<file path="src/rtl/proc_pkg.sv">
// Shared definitions for the processor issue sequencer and the processor bench.
package proc_pkg;

  typedef enum logic [2:0] {
    IDLE      = 3'd0,
    ISSUE     = 3'd1,
    WAIT_DONE = 3'd2,
    WAIT_CLR  = 3'd3,
    FINISH    = 3'd4,
    ERROR     = 3'd5
  } seq_state_t;

  localparam int ADDR_W_DEF = 5;

  // Opcodes understood by projetoProcessador.
  localparam logic [2:0] OP_MV  = 3'b000;
  localparam logic [2:0] OP_MVT = 3'b001;
  localparam logic [2:0] OP_ADD = 3'b010;
  localparam logic [2:0] OP_SUB = 3'b011;
  localparam logic [2:0] OP_LD  = 3'b100;
  localparam logic [2:0] OP_ST  = 3'b101;
  localparam logic [2:0] OP_AND = 3'b110;
  localparam logic [2:0] OP_BR  = 3'b111;

endpackage

</file>
<file path="src/rtl/seq_timer.sv">
// Loadable down-counter; stops at zero. Shared between run-hold and timeout counts.
module seq_timer #(
  parameter int W = 8
) (
  input  logic         clock,
  input  logic         reset,
  input  logic         load,
  input  logic [W-1:0] load_val,
  output logic         zero
);

  logic [W-1:0] cnt_q, cnt_d;

  // Next count: load wins, otherwise decrement until zero.
  always_comb begin
    cnt_d = cnt_q;
    if (load)
      cnt_d = load_val;
    else if (cnt_q != '0)
      cnt_d = cnt_q - W'(1);
  end

  // Count register.
  always_ff @(posedge clock or posedge reset) begin
    if (reset) cnt_q <= '0;
    else       cnt_q <= cnt_d;
  end

  assign zero = (cnt_q == '0);

endmodule

</file>
<file path="src/rtl/proc_sequencer.sv">
// Walks FIRST_ADDR..LAST_ADDR, issuing each address to the processor with a
// run pulse and waiting for done to rise and fall, with timeout detection.
module proc_sequencer
  import proc_pkg::*;
#(
  parameter int ADDR_W     = ADDR_W_DEF,
  parameter int FIRST_ADDR = 0,
  parameter int LAST_ADDR  = 31,
  parameter int RUN_HOLD   = 2,
  parameter int TIMEOUT    = 64,
  parameter int CNT_W      = 8
) (
  input  logic              clock,
  input  logic              reset,
  input  logic              start,
  input  logic              stop,
  input  logic              done,
  output logic [ADDR_W-1:0] Din,
  output logic              run,
  output logic              busy,
  output logic              finished,
  output logic              timeout_err,
  output logic [CNT_W-1:0]  issued
);

  localparam int TMAX = (RUN_HOLD > TIMEOUT) ? RUN_HOLD : TIMEOUT;
  localparam int TW   = $clog2(TMAX + 1);
  localparam logic [TW-1:0]     HOLD_LD = TW'(RUN_HOLD - 1);
  localparam logic [TW-1:0]     TOUT_LD = TW'(TIMEOUT - 1);
  localparam logic [ADDR_W-1:0] FIRST_A = ADDR_W'(FIRST_ADDR);
  localparam logic [ADDR_W-1:0] LAST_A  = ADDR_W'(LAST_ADDR);

  seq_state_t        state_q, state_d;
  logic [ADDR_W-1:0] din_q, din_d;
  logic [CNT_W-1:0]  issued_q, issued_d;
  logic              stop_req_q, stop_req_d;
  logic              run_q, run_d;
  logic              busy_q, busy_d;
  logic              finished_q, finished_d;
  logic              terr_q, terr_d;
  logic              restart;
  logic              tmr_load, tmr_zero;
  logic [TW-1:0]     tmr_val;

  // The timer is reloaded on every state change; the value depends on the
  // state being entered, so one counter serves both run-hold and timeout.
  seq_timer #(.W(TW)) u_timer (
    .clock    (clock),
    .reset    (reset),
    .load     (tmr_load),
    .load_val (tmr_val),
    .zero     (tmr_zero)
  );

  // FSM, address/issued/stop_req next state, timer control and output decode.
  always_comb begin
    state_d    = state_q;
    din_d      = din_q;
    issued_d   = issued_q;
    stop_req_d = stop_req_q;
    restart    = 1'b0;

    case (state_q)
      IDLE, FINISH, ERROR: if (start) restart = 1'b1;
      ISSUE: if (tmr_zero) state_d = WAIT_DONE;
      WAIT_DONE: begin
        if (done) begin
          state_d = WAIT_CLR;
          if (issued_q != '1) issued_d = issued_q + CNT_W'(1);
        end else if (tmr_zero) begin
          state_d = ERROR;
        end
      end
      WAIT_CLR: begin
        if (!done) begin
          if (stop_req_q || stop)  state_d = IDLE;
          else if (din_q == LAST_A) state_d = FINISH;
          else begin
            din_d   = din_q + ADDR_W'(1);
            state_d = ISSUE;
          end
        end else if (tmr_zero) begin
          state_d = ERROR;
        end
      end
      default: state_d = IDLE;
    endcase

    if (restart) begin
      state_d    = ISSUE;
      din_d      = FIRST_A;
      issued_d   = '0;
      stop_req_d = stop;
    end else if (state_q == WAIT_CLR && state_d == IDLE) begin
      stop_req_d = 1'b0;
    end else if (busy_q) begin
      stop_req_d = stop_req_q | stop;
    end

    tmr_load = (state_d != state_q);
    if (state_d == ISSUE)                                tmr_val = HOLD_LD;
    else if (state_d == WAIT_DONE || state_d == WAIT_CLR) tmr_val = TOUT_LD;
    else                                                  tmr_val = '0;

    run_d      = (state_d == ISSUE);
    busy_d     = (state_d == ISSUE) || (state_d == WAIT_DONE) || (state_d == WAIT_CLR);
    finished_d = (state_d == FINISH);
    terr_d     = (state_d == ERROR);
  end

  // State and registered outputs.
  always_ff @(posedge clock or posedge reset) begin
    if (reset) begin
      state_q    <= IDLE;
      din_q      <= '0;
      issued_q   <= '0;
      stop_req_q <= 1'b0;
      run_q      <= 1'b0;
      busy_q     <= 1'b0;
      finished_q <= 1'b0;
      terr_q     <= 1'b0;
    end else begin
      state_q    <= state_d;
      din_q      <= din_d;
      issued_q   <= issued_d;
      stop_req_q <= stop_req_d;
      run_q      <= run_d;
      busy_q     <= busy_d;
      finished_q <= finished_d;
      terr_q     <= terr_d;
    end
  end

  assign Din         = din_q;
  assign run         = run_q;
  assign busy        = busy_q;
  assign finished    = finished_q;
  assign timeout_err = terr_q;
  assign issued      = issued_q;

endmodule
</file>
<file path="config.mk">
export PLATFORM = sky130hd
export DESIGN_NAME = proc_sequencer
export DESIGN_NICKNAME = d
export VERILOG_FILES = /design/src/rtl/proc_pkg.sv /design/src/rtl/seq_timer.sv /design/src/rtl/proc_sequencer.sv
export SDC_FILE = /design/constraint.sdc
export NUM_CORES = 1
export LEC_CHECK = 0
export BUFFER_PORTS_ARGS = -buffer_cell sky130_fd_sc_hd__clkbuf_2
export CAP_MARGIN = 25
export CORE_ASPECT_RATIO = 0.8
export CORE_MARGIN = 2
export CORE_UTILIZATION = 60
export CTS_BUF_LIST = sky130_fd_sc_hd__clkbuf_16
export DETAILED_ROUTE_END_ITERATION = 8
export PLACE_DENSITY_LB_ADDON = 0.1
export SYNTH_ARGS = -nofsm -noshare
export SYNTH_HDL_FRONTEND = slang
export SYNTH_SLANG_ARGS = --single-unit
</file>
<file path="constraint.sdc">
create_clock -name clock -period 3.9 [get_ports clock]
set_input_delay 0.39 -clock clock [delete_from_list [all_inputs] [get_ports clock]]
set_output_delay 0.39 -clock clock [all_outputs]
set_load 0.01 [all_outputs]
</file>
==> flow_metrics.env <==
export IMPL_run_status="finished clean"
export IMPL_yosysSeqAreaShare=0.450
export IMPL_wl_per_cell_um=15.5
export IMPL_pre_cts_slack_ps=1570
export IMPL_clkLatencyLatePin_ps=260
export IMPL_fillers=183
export IMPL_drv_slew=0
export IMPL_fin_cells=205
export IMPL_fmax_mhz=429
export IMPL_p_leak_nw=0.866
export IMPL_gp_congestion=0.916
export IMPL_r2r_start="Din[0]$_DFFE_PP0P_"
export IMPL_grt_max_degree=29
export IMPL_grt_ovfl_total=0
export IMPL_post_cts_buffers=0
export IMPL_layout_nets=179
export IMPL_drt_first_pass_iters=4
export IMPL_cts_tree="built"
export IMPL_ys_types=44
export IMPL_vias=1177
export IMPL_drive_gt1_frac=0.207
export IMPL_grt_pass1_vias=1146
export IMPL_rows=16
export IMPL_ios=22
export IMPL_wl_mm=3.18
export IMPL_antenna_left=0
export IMPL_antenna_cells=0
export IMPL_area_growth_pct=16.1
export IMPL_dieArea_um2=3020
export IMPL_seq_area_um2=701
export IMPL_synth_nets=158
export IMPL_synth_warnings=0
export IMPL_detail_route_vias_per_cell=5.74
export IMPL_die_x_um=60.9
export IMPL_crit_fanout=7
export IMPL_postCtsResizedCells=0
export IMPL_synthArstFlopShare=1.00
export IMPL_p_per_area_nw_per_um2=666
export IMPL_vdd_drop_max_mv=0.432
export IMPL_drtIter0Drc=85
export IMPL_yosysTopAreaCell="dfrtp_1"
export IMPL_antenna_found_initial=0
export IMPL_dp_cells=200
export IMPL_dp_hpwl_mm=2.21
export IMPL_max_cap_viol_count=0
export IMPL_clkTransAtPathRegs_ps=70
export IMPL_htreeDepth=1
export IMPL_core_area_um2=2460
export IMPL_multi_input_area_um2=797
export IMPL_netlist_area_um2=1560
export IMPL_cts_root_buf="clkbuf_16"
export IMPL_ys_ff_latch=28
export IMPL_grt_setup_unrepaired="false"
export IMPL_die_height_um=49.6
export IMPL_start_util=0.632
export IMPL_cts_buffer_depth=2
export IMPL_synth_ff_type="dfrtp_1"
export IMPL_hp_class="input pin to asynchronous set/reset pin"
export IMPL_synth_top_area_frac=0.450
export IMPL_syn_inst=149
export IMPL_yosys_cell_count_top_type="dfrtp_1"
export IMPL_cts_buffers=3
export IMPL_cts_sinks=28
export IMPL_crit_type="flip-flop to flip-flop"
export IMPL_fin_setup_tns_ps=0
export IMPL_finalCritPeriodShare=0.598
export IMPL_critPathRequiredTime_ps=4050
export IMPL_fin_skew_ps=4.69
export IMPL_cp_arrival_ps=2480
export IMPL_hold_viol=0
export IMPL_grt_pass1_wl_mm=5.45
export IMPL_holdBufCountCts=0
export IMPL_crit_start="Din[0]$_DFFE_PP0P_"
export IMPL_drc_errors=0
export IMPL_synth_edf_count=0
export IMPL_numPortBuffers=21
export IMPL_start_kind="flip-flop"
export IMPL_fin_crit_ps=2330
export IMPL_worst_pin_slew_ps=526
export IMPL_end_kind="flip-flop"
export IMPL_fin_ws_ps=1570
export IMPL_synthTopCellsByArea="dfrtp_1 45%, xor2_1 4.5%, nor2_1 4.3%"
export IMPL_postSynthAreaPerCell_um2=10.4
export IMPL_maxSlewHeadroom=0.646
export IMPL_yosys_top_cells_count="28 x dfrtp_1, 18 x nor2_1, 8 x xor2_1"
export IMPL_finalSetupViolCount=0
export IMPL_grt_usage=0.240
path summary, 6_finish.rpt:
path,to,slack (ps),cells after the start
min in group clock,stop_req_q$_DFFE_PP0P_,400,3
setup reg to reg,u_timer.cnt_q[0]$_DFFE_PP0P_,1570,8
hold reg to reg,stop_req_q$_DFFE_PP0P_,570,2
setup / recovery,u_timer.cnt_q[0]$_DFFE_PP0P_,1570,8
hold / removal,u_timer.cnt_q[0]$_DFFE_PP0P_,120,2
max in group asynchronous,u_timer.cnt_q[3]$_DFFE_PP0P_,3330,3
metal layers:
layer	GRT usage	up-vias	share of wire
met5	0	-	0
met1	0.361	566	0.50
met2	0.349	26	0.45
li1	-	581	-
met4	0.0362	0	0.0088
met3	0.0682	4	0.043
sequential cells by signal, indices dropped and copies added (netlist names):
signal         cells
issued             8
busy               1
Din                5
stop_req_q         1
u_timer.cnt_q      7
run                1
timeout_err        1
finished           1
state_q            3
stage by stage:
stage	utilization	total power, mW	hold WS, ps	instance area [um^2]
after floorplan	-	0.792	455	1560
after global placement	0.680	0.879	542	1670
after detailed placement	0.680	0.891	547	1670
after CTS	0.723	1.20	388	1780
after global routing	0.734	1.28	150	1810
final	0.734	1.20	117	1810
cell families (layout without fill, tap and decap cells):
family | count (synthesis) | after routing | share of synthesized area
AOI/OAI and AO/OA | 29 | 29 | 0.159
xor gates and xnor gates | 15 | 15 | 0.0844
adders and majority gates | 4 | 4 | 0.0322
buffers and inverters | 12 | 32 | 0.0378
DFF | 28 | 28 | 0.450
muxes | 5 | 5 | 0.0354
and+or+nand+nor | 56 | 56 | 0.201
power by group:
group          internal [mW]  switching (mW)
sequential             0.355          0.0793
combinational          0.210           0.257
clock                  0.204          0.0960
final cells by class:
type / instances / area share
Clock inverter: 1 / 0.0166
Timing Repair Buffer: 23 / 0.0776
Inverter: 5 / 0.0104
Multi-Input combinational cell: 109 / 0.441
Clock buffer: 3 / 0.0416
Sequential cell: 28 / 0.388
Tap cell: 36 / 0.0249
worst max-delay path, cell delays in order (launching register included):
cell and delay [ps]:
dfrtp_1 410, ha_1 180, and3_1 160, ha_1 150, or4b_1 450, o211ai_2 110
a21oi_1 140, o211ai_4 290, mux2_4 330
cell usage in the layout (no fill, tap or decap), types with 5 or more instances in the layout:
cell | synthesis | final
dfrtp_1 | 28 | 28
clkbuf_2 | 0 | 21
nor2_1 | 18 | 18
xor2_1 | 8 | 8
xnor2_1 | 7 | 7
o31ai_1 | 6 | 6
nand2_1 | 6 | 6
inv_1 | 5 | 5
(Power assumes the default switching activity.)
